[config.mk]
export PLATFORM = sky130hd
export DESIGN_NAME = mem_copy_engine
export DESIGN_NICKNAME = d
export VERILOG_FILES = /design/src/rtl/mem_copy_engine.sv
export SDC_FILE = /design/constraint.sdc
export NUM_CORES = 1
export LEC_CHECK = 0
export CORE_AREA = 3 3 131 227
export CTS_BUF_LIST = sky130_fd_sc_hd__clkbuf_8
export CTS_CLUSTER_DIAMETER = 50
export DETAILED_ROUTE_END_ITERATION = 7
export DIE_AREA = 0 0 134 230
export PLACE_DENSITY = 0.82
export SYNTH_ARGS = -nofsm -noshare
export SYNTH_HDL_FRONTEND = slang
export SYNTH_SLANG_ARGS = --single-unit
[constraint.sdc]
create_clock -name CLK -period 3.48 [get_ports CLK]
set_clock_uncertainty 0.05 [all_clocks]
set_input_delay 0.348 -clock CLK [delete_from_list [all_inputs] [get_ports CLK]]
set_output_delay 0.348 -clock CLK [all_outputs]
set_load 0.01 [all_outputs]
[src/rtl/mem_copy_engine.sv]
// mem_copy_engine
//   DMA-style helper that drives two word-memory masters: a read-only master
//   (rd_*) and a write-only master (wr_*). It copies a block of 32-bit words
//   (mode 0) or fills a block with a pattern (mode 1) at one word per cycle.
//   It then reports completion with a one-cycle done pulse.
//
// Ports
//   CLK, RST_N           clock, asynchronous active-low reset
//   start_i              start pulse, only looked at while idle
//   mode_i               0 = copy, 1 = fill
//   src_addr_i           source byte address (copy only)
//   dst_addr_i           destination byte address
//   len_i                transfer length in words
//   pattern_i            fill word
//   abort_i              stop issuing new requests (only honoured in RUN)
//   busy_o               high from start acceptance until the done pulse
//   done_o               one-cycle completion pulse
//   err_o, aborted_o     status, valid with done_o
//   words_o              words written, valid with done_o, held until next start
//   rd_*                 read master request outputs and response inputs
//   wr_*                 write master request outputs and response inputs
module mem_copy_engine #(
    parameter int LenWidth = 16
) (
    input  logic                CLK,
    input  logic                RST_N,
    input  logic                start_i,
    input  logic                mode_i,
    input  logic [31:0]         src_addr_i,
    input  logic [31:0]         dst_addr_i,
    input  logic [LenWidth-1:0] len_i,
    input  logic [31:0]         pattern_i,
    input  logic                abort_i,
    output logic                busy_o,
    output logic                done_o,
    output logic                err_o,
    output logic                aborted_o,
    output logic [LenWidth-1:0] words_o,
    output logic                rd_req_o,
    output logic                rd_we_o,
    output logic [3:0]          rd_be_o,
    output logic [31:0]         rd_addr_o,
    output logic [31:0]         rd_wdata_o,
    input  logic                rd_rvalid_i,
    input  logic [31:0]         rd_rdata_i,
    output logic                wr_req_o,
    output logic                wr_we_o,
    output logic [3:0]          wr_be_o,
    output logic [31:0]         wr_addr_o,
    output logic [31:0]         wr_wdata_o,
    input  logic                wr_rvalid_i,
    input  logic [31:0]         wr_rdata_i
);

    typedef enum logic [1:0] {IDLE, RUN, DRAIN, DONE} state_t;

    localparam logic [LenWidth-1:0] LenOne = LenWidth'(1);

    state_t              state;
    logic                mode_q;
    logic [LenWidth-1:0] len_q;
    logic [LenWidth-1:0] rd_cnt;
    logic [LenWidth-1:0] wr_cnt;
    logic [LenWidth-1:0] resp_cnt;
    logic [31:0]         wr_ptr;
    logic [31:0]         pattern_q;

    logic                cfg_err;
    logic [LenWidth-1:0] resp_next;
    logic                drain_done;
    logic                unused_wr_rdata;

    // The read master never writes.
    assign rd_we_o    = 1'b0;
    assign rd_be_o    = 4'hF;
    assign rd_wdata_o = '0;

    // Write responses carry no data of interest.
    assign unused_wr_rdata = ^wr_rdata_i;

    // Source alignment only matters when a source is actually read.
    assign cfg_err = (len_i == '0)
                   || (!mode_i && (src_addr_i[1:0] != 2'b00))
                   || (dst_addr_i[1:0] != 2'b00);

    assign resp_next = resp_cnt + (wr_rvalid_i ? LenOne : '0);

    // In copy mode every issued read must have turned into a write
    // (wr_cnt == rd_cnt) before the write responses can be considered final.
    assign drain_done = (resp_next == wr_cnt) && (mode_q || (wr_cnt == rd_cnt));

    always_ff @(posedge CLK or negedge RST_N) begin
        if (!RST_N) begin
            state      <= IDLE;
            mode_q     <= 1'b0;
            len_q      <= '0;
            rd_cnt     <= '0;
            wr_cnt     <= '0;
            resp_cnt   <= '0;
            wr_ptr     <= '0;
            pattern_q  <= '0;
            busy_o     <= 1'b0;
            done_o     <= 1'b0;
            err_o      <= 1'b0;
            aborted_o  <= 1'b0;
            words_o    <= '0;
            rd_req_o   <= 1'b0;
            rd_addr_o  <= '0;
            wr_req_o   <= 1'b0;
            wr_we_o    <= 1'b0;
            wr_be_o    <= 4'h0;
            wr_addr_o  <= '0;
            wr_wdata_o <= '0;
        end else begin
            case (state)
                IDLE: begin
                    if (start_i) begin
                        mode_q    <= mode_i;
                        len_q     <= len_i;
                        pattern_q <= pattern_i;
                        words_o   <= '0;
                        err_o     <= 1'b0;
                        aborted_o <= 1'b0;
                        rd_cnt    <= '0;
                        wr_cnt    <= '0;
                        resp_cnt  <= '0;
                        if (cfg_err) begin
                            state  <= DONE;
                            done_o <= 1'b1;
                            err_o  <= 1'b1;
                        end else begin
                            state  <= RUN;
                            busy_o <= 1'b1;
                            // The first request goes out in the cycle right after start.
                            if (mode_i) begin
                                wr_req_o   <= 1'b1;
                                wr_we_o    <= 1'b1;
                                wr_be_o    <= 4'hF;
                                wr_addr_o  <= dst_addr_i;
                                wr_wdata_o <= pattern_i;
                                wr_ptr     <= dst_addr_i + 32'd4;
                                wr_cnt     <= LenOne;
                            end else begin
                                rd_req_o  <= 1'b1;
                                rd_addr_o <= src_addr_i;
                                rd_cnt    <= LenOne;
                                wr_ptr    <= dst_addr_i;
                            end
                        end
                    end
                end

                RUN, DRAIN: begin
                    resp_cnt <= resp_next;

                    // Copy writes follow read data as it returns, in RUN or DRAIN;
                    // fill writes are only generated while running and not aborted.
                    if (!mode_q && rd_rvalid_i) begin
                        wr_req_o   <= 1'b1;
                        wr_we_o    <= 1'b1;
                        wr_be_o    <= 4'hF;
                        wr_addr_o  <= wr_ptr;
                        wr_wdata_o <= rd_rdata_i;
                        wr_ptr     <= wr_ptr + 32'd4;
                        wr_cnt     <= wr_cnt + LenOne;
                    end else if (mode_q && (state == RUN) && !abort_i && (wr_cnt != len_q)) begin
                        wr_req_o   <= 1'b1;
                        wr_we_o    <= 1'b1;
                        wr_be_o    <= 4'hF;
                        wr_addr_o  <= wr_ptr;
                        wr_wdata_o <= pattern_q;
                        wr_ptr     <= wr_ptr + 32'd4;
                        wr_cnt     <= wr_cnt + LenOne;
                    end else begin
                        wr_req_o <= 1'b0;
                        wr_we_o  <= 1'b0;
                        wr_be_o  <= 4'h0;
                    end

                    if (state == RUN) begin
                        if (!mode_q && !abort_i && (rd_cnt != len_q)) begin
                            rd_req_o  <= 1'b1;
                            rd_addr_o <= rd_addr_o + 32'd4;
                            rd_cnt    <= rd_cnt + LenOne;
                        end else begin
                            rd_req_o <= 1'b0;
                        end
                        if (abort_i || (mode_q ? (wr_cnt == len_q) : (rd_cnt == len_q))) begin
                            state <= DRAIN;
                            if (abort_i) begin
                                aborted_o <= 1'b1;
                            end
                        end
                    end else if (drain_done) begin
                        state   <= DONE;
                        done_o  <= 1'b1;
                        busy_o  <= 1'b0;
                        words_o <= wr_cnt;
                    end
                end

                DONE: begin
                    done_o <= 1'b0;
                    state  <= IDLE;
                end

                default: begin
                    state <= IDLE;
                end
            endcase
        end
    end

endmodule

# --- Yosys cells after proc, flatten, opt, wreduce, memory -nomap -nowiden ---
# Cells that the tools add are included.
op_classes:
  addsub: 6
  n_eq_ne: 23
  muxes: 83
  reduce_logical: 35
ops:
  columns: ["op", "count"]
  rows:
  - ["32-bit two-way mux", 20]
  - ["32-bit case mux with 2 select lines", 4]
  - ["16-bit two-way mux", 9]
  - ["16-bit case mux with 2 select lines", 4]
  - ["32-bit by 3-bit adder with 32-bit output (second input constant)", 3]
  - ["16-bit equality test", 4]
  - ["16-bit by 1-bit adder with 16-bit output (second input constant)", 2]
  - ["16-bit != test", 2]
  - ["1-bit two-way mux", 29]
  - ["2-bit != test (second input constant)", 11]
  - ["4-bit two-way mux", 5]
  - ["4-bit AND reduction", 5]
  - ["5-bit AND reduction", 4]
  - ["16-bit by 1-bit adder with 16-bit output", 1]
  - ["16-bit logical NOT", 1]
  - ["2-bit two-way mux", 5]
  - ["3-bit != test (second input constant)", 3]
  - ["1-bit logical AND", 8]
  - ["1-bit case mux with 2 select lines", 4]
  - ["4-bit case mux with 2 select lines", 1]
  - ["2-bit case mux with 3 select lines", 1]
  - ["3-bit AND reduction", 2]
  - ["6-bit AND reduction", 1]
  - ["2-bit nonzero test", 3]
  - ["other kinds (8)", 15]
word_totals:
  reg_bits: 253
  input_bits: 183
  out_inout_bits: 160
  wordCells: 166

# --- Logic depth before layout (Yosys ltp) ---
# Gate-level depths: netlist of the first run.
logic_depth:
  depth_word: 7
  depth_mapped: 13
  ltp_nobuf: 10

# --- Least setup slack after synthesis of the first run ---
# Ideal clock, no wire load.
synth_timing:
  path_kind: "register to register"
  start: "register resp_cnt[0]"
  end: "register state[0]"
  setup_ns: 0.126
  arrival_time_ns: 3.008
  setup_slack_ns: 0.296
  path_stages_with_launch: 11
  n_path_buf: 1
  synth_period_minus_slack_ns: 3.184
  path_cell_list: "dfrtp_1 -> ha_1 -> nand4_4 -> or4b_4 -> o211ai_2 -> a31oi_1 -> or4_1 -> or4_1 -> buf_2 -> a31o_1 -> o32a_1"
synth_between:
  elab_chain_cells: 5
synth_rtl:
  columns: ["item", "line", "text"]
  rows:
  - ["from (decl)", "64", "logic [LenWidth-1:0] resp_cnt;"]
  - ["from (signal assigned)", "154", "resp_cnt <= resp_next;"]
  - ["16-bit by 1-bit adder with 16-bit output", "86", "assign resp_next = resp_cnt + (wr_rvalid_i ? LenOne : '0);"]
  - ["16-bit equality test", "90", "assign drain_done = (resp_next == wr_cnt) && (mode_q || (wr_cnt == rd_cnt));"]
  - ["1-bit logical AND", "90", null]
  - ["3-bit != test (no source line)", null, null]
  - ["3-bit AND reduction (no source line)", null, null]
  - ["to (signal assigned)", "94", "state <= IDLE;"]
  - ["to (signal assigned)", "128", "state <= DONE;"]
  - ["to (signal assigned)", "132", "state <= RUN;"]
  - ["to (decl)", "59", "state_t state;"]
# Every way passes these cells.
# A chain may end at the register's enable or synchronous reset.

# --- Final worst setup path of the first run ---
# Ends and elaborated chain as after synthesis.

==> results of run 1 <==
## layer usage
metal,GRT usage,wire [um],vias to the layer above
met5,0,0,-
met4,0.146,2410,0
met3,0.0471,2450,158
met2,0.516,23300,556
met1,0.304,15600,6436
li1,-,-,6236
## cells by family (layout without fill, tap and decap cells)
logic type | count (synthesis) | after routing
AOI/OAI and AO/OA | 387 | 387
xor gates and xnor gates | 112 | 112
adders and majority gates | 13 | 13
buffers and inverters | 187 | 434
DFF | 249 | 249
muxes | 129 | 129
other | 2 | 40
and+or+nand+nor | 557 | 557
## worst max-delay path, stage by stage (launching register included)
cell and delay [ns]:
dfrtp_1 0.37, ha_1 0.22, nand4_4 0.11, or4b_4 0.53
o211ai_2 0.08, a31oi_1 0.09, or4_1 0.54, or4_1 0.65
a31o_1 0.28, o32a_1 0.28
## per-stage QoR
stage / area, um2 / total power [mW]
finish: 18400 / 17.0
global route: 18400 / 18.2
CTS: 18400 / 17.0
detailed placement: 17600 / 14.4
global placement: 17600 / 14.1
floorplan: 14600 / 11.0
## registers in the layout, summed over array words and instances (netlist names), 2 cells and up
register,cells
pattern_q,32
rd_addr_o,32
wr_addr_o,32
wr_ptr,32
wr_wdata_o,32
len_q,16
rd_cnt,16
resp_cnt,16
words_o,16
wr_cnt,16
state,2
## placed cells by master (no fill, tap or decap), types with 7 or more instances in the layout
| master | count |
|---|---|
| nor4_1 | 17 |
| clkdlybuf4s50_1 | 272 |
| nand2_1 | 187 |
| o31ai_1 | 7 |
| xor2_1 | 16 |
| dfrtp_1 | 248 |
| o22ai_1 | 35 |
| o211ai_1 | 14 |
| nor2_1 | 115 |
| or3_1 | 11 |
| nand3_1 | 89 |
| o21ai_0 | 142 |
| mux2_2 | 55 |
| buf_4 | 59 |
| a21oi_1 | 124 |
| conb_1 | 37 |
| and2_1 | 7 |
| and3_1 | 28 |
| mux2i_1 | 74 |
| ha_1 | 12 |
| inv_1 | 38 |
| clkbuf_8 | 49 |
| a31oi_1 | 7 |
| nand4_1 | 41 |
| nor3_1 | 33 |
| xnor2_1 | 96 |
## final cells by class
cell class,instances,area [um2]
fillers,2252,9660
multi-input cells,1235,7550
flip-flops and latches,249,6230
repair buffers,338,3290
clock buffers,49,674
well taps,373,467
clock inverters,22,97.6
inverters,25,93.8
diodes,3,7.51
## power groups by stage
stage               Combinational [mW]  Sequential (mW)  Clock, mW
floorplan                         5.86             5.13          0
global placement                  8.95             5.13          0
detailed placement                9.24             5.18          0
CTS                               9.29             5.15       2.55
global route                      10.2             5.32       2.69
finish                            9.31             5.18       2.49
## worst max-delay path by stage
stage	end	slack [ns]	cells past startpoint
2_1_floorplan	state[0]	0.30	10
3_3_place_gp	state[0]	-0.26	10
3_5_place_dp	words_o[6]	-0.38	10
4_1_cts	words_o[6]	0.1	9
5_1_grt	busy_o	0.02	10
6_report	state[0]	0.17	9
## repair_timing
action / 4_1_cts / 5_1_grt
setup endpoints to repair: 0 / 2
endpoints found under the hold margin: 83 / 0
hold buffers: 1 / 0
resized for setup: 0 / 3
==> metrics.txt, run 1 <==
Core Area 0.0281 mm2; Clock Path Buffers 3; Initial Util 0.517; setup slack, reg-to-reg 0.17 ns; first-pass GRT wire length 70.0 mm; Period minus WS final 3.31 ns; die height 230 um; register area share after synthesis 0.429; TritonCTS buffer count 40; Worst VDD drop 0.872 mV; die area 0.0308 mm2; Critical path origin resp_cnt[0]; Clock Pin Slew Worst Setup and Hold Paths 0.06 ns; Distinct cells, synth 69; antenna violations before repair 3; Synth top area share 0.429; # IOs 343; synth warn 0; Sequential Power Share 0.305; WL final 43.8 mm; Syn Area/Cell 8.87 um2; GRT Util Overall 0.280; R2R cell count 9; Setup TNS Final 0 ns; Slew HR 0.314; Pwr per Cell Area 922 mW/mm2; unrepaired setup endpoints after global routing false; fin util 0.656; Skew-Pair Late Insertion Delay 0.56 ns; top-count cell post-synth dfrtp_1; Critical Path Start Type flip-flop; H-tree levels 2; outcome completed; clk root buf clkbuf_8; Crit Path Max Fanout 5; Layout area overhead 27.0%; final net count 2,085; ys flop type dfrtp_1; mux share of post-synthesis cell area 0.0937; flops & latches, synth 249; Post-synth top cells dfrtp_1 (249), nand2_1 (188), o21ai_0 (143); grt total ovfl 0; f_max 302 MHz; post-synth top area cell dfrtp_1; # placed instances 2,219; Setup Viol. Count Final 0; leading cell types by total area after synthesis dfrtp_1 (43%), xnor2_1 (5.8%), mux2i_1 (5.1%), o21ai_0 (4.9%), nand2_1 (4.9%); Hold WS 0.327 ns; post-synthesis compound-gate area fraction 0.155; P_leak 7.64 nW; CP arrival 3.70 ns; dpl hpwl 31.3 mm; power share of the combinational group 0.548; largest family of logic cells by synthesized area simple AND/OR/NAND/NOR gates; final std cells w/o fill 2,294; worst r2r dst state[0]; Post-Syn Area 0.0145 mm2; period utilization 0.952; DR vias/cell 5.84; TritonCTS clock tree done; net load switching power 7.58 mW; simple-gate share of the synthesized area 0.182; ANT nets after route 0; clock share of power 0.146; Sw Share 0.447; Least-Margin Pin Slew 1.02 ns; Setup crit end kind flip-flop; Post-Synth Adder-Cell Area 0.0112; drt wl/cell 19.1 um; hold violation count in the final report 0; crit path kind flip-flop to flip-flop; min setup slack post-route 0.167 ns; R2R Path Start resp_cnt[0]; Port Buffer Count 273; WP data required 3.86 ns; # rows 81; Initial DRT Pass Iterations 5; number of synthesized flops with an enable pin 0; Max-cap violations 0; Pins Over Slew Limit 0; Residual DRC 0; # Post-CTS Setup Buffers 0; Iter 0 DRT Violations 934; largest net degree at the start of global routing 137; clk sinks 249; Mapped Cells 1,636; via count 13,386; HP Class primary input to async pin; fraction of layout cells with a size suffix above 1 0.104; Post-Synth XOR/XNOR Area 0.0676; ys async rst share 1.00; vias in the first global route 13,478; placement-stage worst setup slack -0.379 ns; Internal 9.39 mW; gpl congestion 0.975; die extent in x 134 um
Note: power is estimated with default switching activity, not from simulation.
==> run 2: changes to the inputs <==
CORE_AREA = 3 3 133 232   (was 3 3 131 227)
DIE_AREA = 0 0 136 235   (was 0 0 134 230)
PLACE_DENSITY = 0.79   (was 0.82)
==> run 2 against run 1 <==
Compared with the run above: register-to-register slack barely moved; critical path depth did not move; power rose by 0.93%; cell count rose by 0.57%; via count rose by 0.63%; die area rose by 3.7%; sequential share of layout area fell by 0.24 points; global-route usage fell by 1.0 points; non-clock buffer count rose by 1; critical path type unchanged; critical endpoint is now words_o[6].
==> metrics.txt, run 2 (synthesis gave the netlist of run 1 again) <==
Slew HR 0.248 (was 0.314); gpl congestion 0.900 (was 0.975); min setup slack post-route 0.154 ns (was 0.167 ns); drt wl/cell 19.1 um (about the same); Max-cap violations 0 (unchanged); Sequential Power Share 0.305 (about the same); clk sinks 249 (unchanged); die height 235 um (was 230 um); fillers 2,489 (was 2,252); Sw Share 0.440 (was 0.447); Initial DRT Pass Iterations 8 (was 5); power share of the combinational group 0.534 (was 0.548); largest stage delay on the critical path 0.61 ns (was 0.65 ns); # rows 83 (was 81); GRT Util Overall 0.270 (was 0.280); # IOs 343 (unchanged); Period minus WS final 3.33 ns (was 3.31 ns); Pins Over Slew Limit 0 (unchanged); net load switching power 7.55 mW (was 7.58 mW); outcome completed (unchanged); Hold WS 0.378 ns (was 0.327 ns); clock share of power 0.161 (was 0.146); clk root buf clkbuf_8 (unchanged); Clock Pin Slew Worst Setup and Hold Paths 0.07 ns (was 0.06 ns); TritonCTS clock tree done (unchanged); die area 0.0320 mm2 (was 0.0308 mm2); multi-input logic area 0.00757 mm2 (was 0.00755 mm2); Setup crit end kind flip-flop (unchanged); Setup Viol. Count Final 0 (unchanged); fin util 0.633 (was 0.656); Setup TNS Final 0 ns (unchanged); WP buf/inv 1 (was 0); crit path kind flip-flop to flip-flop (unchanged); unrepaired setup endpoints after global routing false (unchanged); ANT nets after route 0 (unchanged); Final Cell Area 0.0185 mm2 (was 0.0184 mm2); HP Class primary input to async pin (unchanged); H-tree levels 2 (unchanged); DP Area 0.0177 mm2 (was 0.0176 mm2); largest net degree at the start of global routing 152 (was 137); dpl hpwl 31.6 mm (was 31.3 mm); placement-stage worst setup slack -0.465 ns (was -0.379 ns); commonest non-fill, non-tap cell in the layout clkdlybuf4s50_1 (unchanged); die extent in x 136 um (was 134 um); Port Buffer Count 273 (unchanged); final std cells w/o fill 2,307 (was 2,294); Layout area overhead 27.8% (was 27.0%); Critical Path Start Type flip-flop (unchanged); first-pass GRT wire length 70.0 mm (about the same); Core Area 0.0293 mm2 (was 0.0281 mm2); Internal 9.59 mW (was 9.39 mW); CP arrival 3.70 ns (about the same); Least-Margin Pin Slew 1.12 ns (was 1.02 ns); Worst VDD drop 0.931 mV (was 0.872 mV); Skew-Pair Late Insertion Delay 0.57 ns (was 0.56 ns); f_max 301 MHz (was 302 MHz); register area 0.00623 mm2 (about the same); Critical-path top delay cell or4_4 (was or4_1); # Post-CTS Setup Buffers 0 (unchanged); most frequent cells in the layout clkdlybuf4s50_1 (272), dfrtp_1 (249), nand2_1 (187), o21ai_0 (141), a21oi_1 (124) (was clkdlybuf4s50_1 (272), dfrtp_1 (248), nand2_1 (187), o21ai_0 (142), a21oi_1 (124)); via count 13,470 (was 13,386); fraction of layout cells with a size suffix above 1 0.107 (was 0.104); antenna violations before repair 6 (was 3); # placed instances 2,229 (was 2,219); Pwr per Cell Area 924 mW/mm2 (was 922 mW/mm2); final net count 2,087 (was 2,085); hold violation count in the final report 0 (unchanged); total design power 17.1 mW (was 17.0 mW); CP delay by family, top simple AND/OR/NAND/NOR gates (unchanged); vias in the first global route 13,624 (was 13,478); TritonCTS buffer count 41 (was 40); WP data required 3.86 ns (about the same); P_leak 7.69 nW (was 7.64 nW); period utilization 0.956 (was 0.952); Cell Chain, Critical Path ha_2 -> nand4_4 -> or4b_4 -> o211ai_2 -> a31oi_1 -> or4_1 -> or4_4 -> buf_4 -> o311ai_0 (was ha_1 -> nand4_4 -> or4b_4 -> o211ai_2 -> a31oi_1 -> or4_1 -> or4_1 -> a31o_1 -> o32a_1); Initial Util 0.495 (was 0.517); WL final 44.0 mm (was 43.8 mm); DR vias/cell 5.84 (about the same); Iter 0 DRT Violations 883 (was 934); Clock Path Buffers 3 (unchanged); Crit Path Max Fanout 17 (was 5); grt total ovfl 0 (unchanged); Residual DRC 0 (unchanged)
run 2: cell count changes in the layout (fill, tap and decap cells not counted), sizes merged:
cell	before	now
diode	3	5
bufinv	0	2
buf	65	66
clkinv	6	3
clkbuf	49	53
clkinvlp	2	0
run 2: power by group through the flow:
stage | logic [mW] | registers [mW] | clock network, mW
finish | 9.15 | 5.23 | 2.76
global placement | 8.84 | 5.18 | 0
detailed placement | 9.13 | 5.23 | 0
global route | 10.1 | 5.37 | 2.93
CTS | 9.16 | 5.20 | 2.83
floorplan | 5.86 | 5.13 | 0
run 2: final cells by class:
type,instances,area share
diodes,5,0.000675
flip-flops and latches,249,0.336
clock buffers,53,0.0393
multi-input cells,1235,0.408
well taps,382,0.0258
clock inverters,19,0.00742
repair buffers,339,0.178
inverters,25,0.00506
run 2: final timing paths:
| path | startpoint | end | slack [ns] | depth (start not counted) |
|---|---|---|---|---|
| worst max-delay path | resp_cnt[0] | words_o[6] | 0.15 | 9 |
| worst min-delay path | RST_N | rd_addr_o[17] | 0.38 | 2 |
| worst max register to register | resp_cnt[0] | words_o[6] | 0.15 | 9 |
| worst min register to register | wr_wdata_o[9] | wr_wdata_o[9] | 0.43 | 2 |
| max in group asynchronous | RST_N | pattern_q[23] | 1.94 | 3 |
| min in group CLK | src_addr_i[26] | rd_addr_o[26] | 0.38 | 3 |
run 2: repair_timing:
action                                  in CTS  in global routing
hold buffers                                 1                  0
endpoints found under the setup margin       0                 10
hold endpoints to repair                    93                  0
resized for setup                            0                  4
run 2: metal layers:
layer | vias up | global-route usage | routed length (um)
met5 | - | 0 | 13
met2 | 558 | 0.495 | 23800
met1 | 6486 | 0.288 | 15300
met4 | 2 | 0.146 | 2430
met3 | 170 | 0.0469 | 2470
li1 | 6254 | - | -
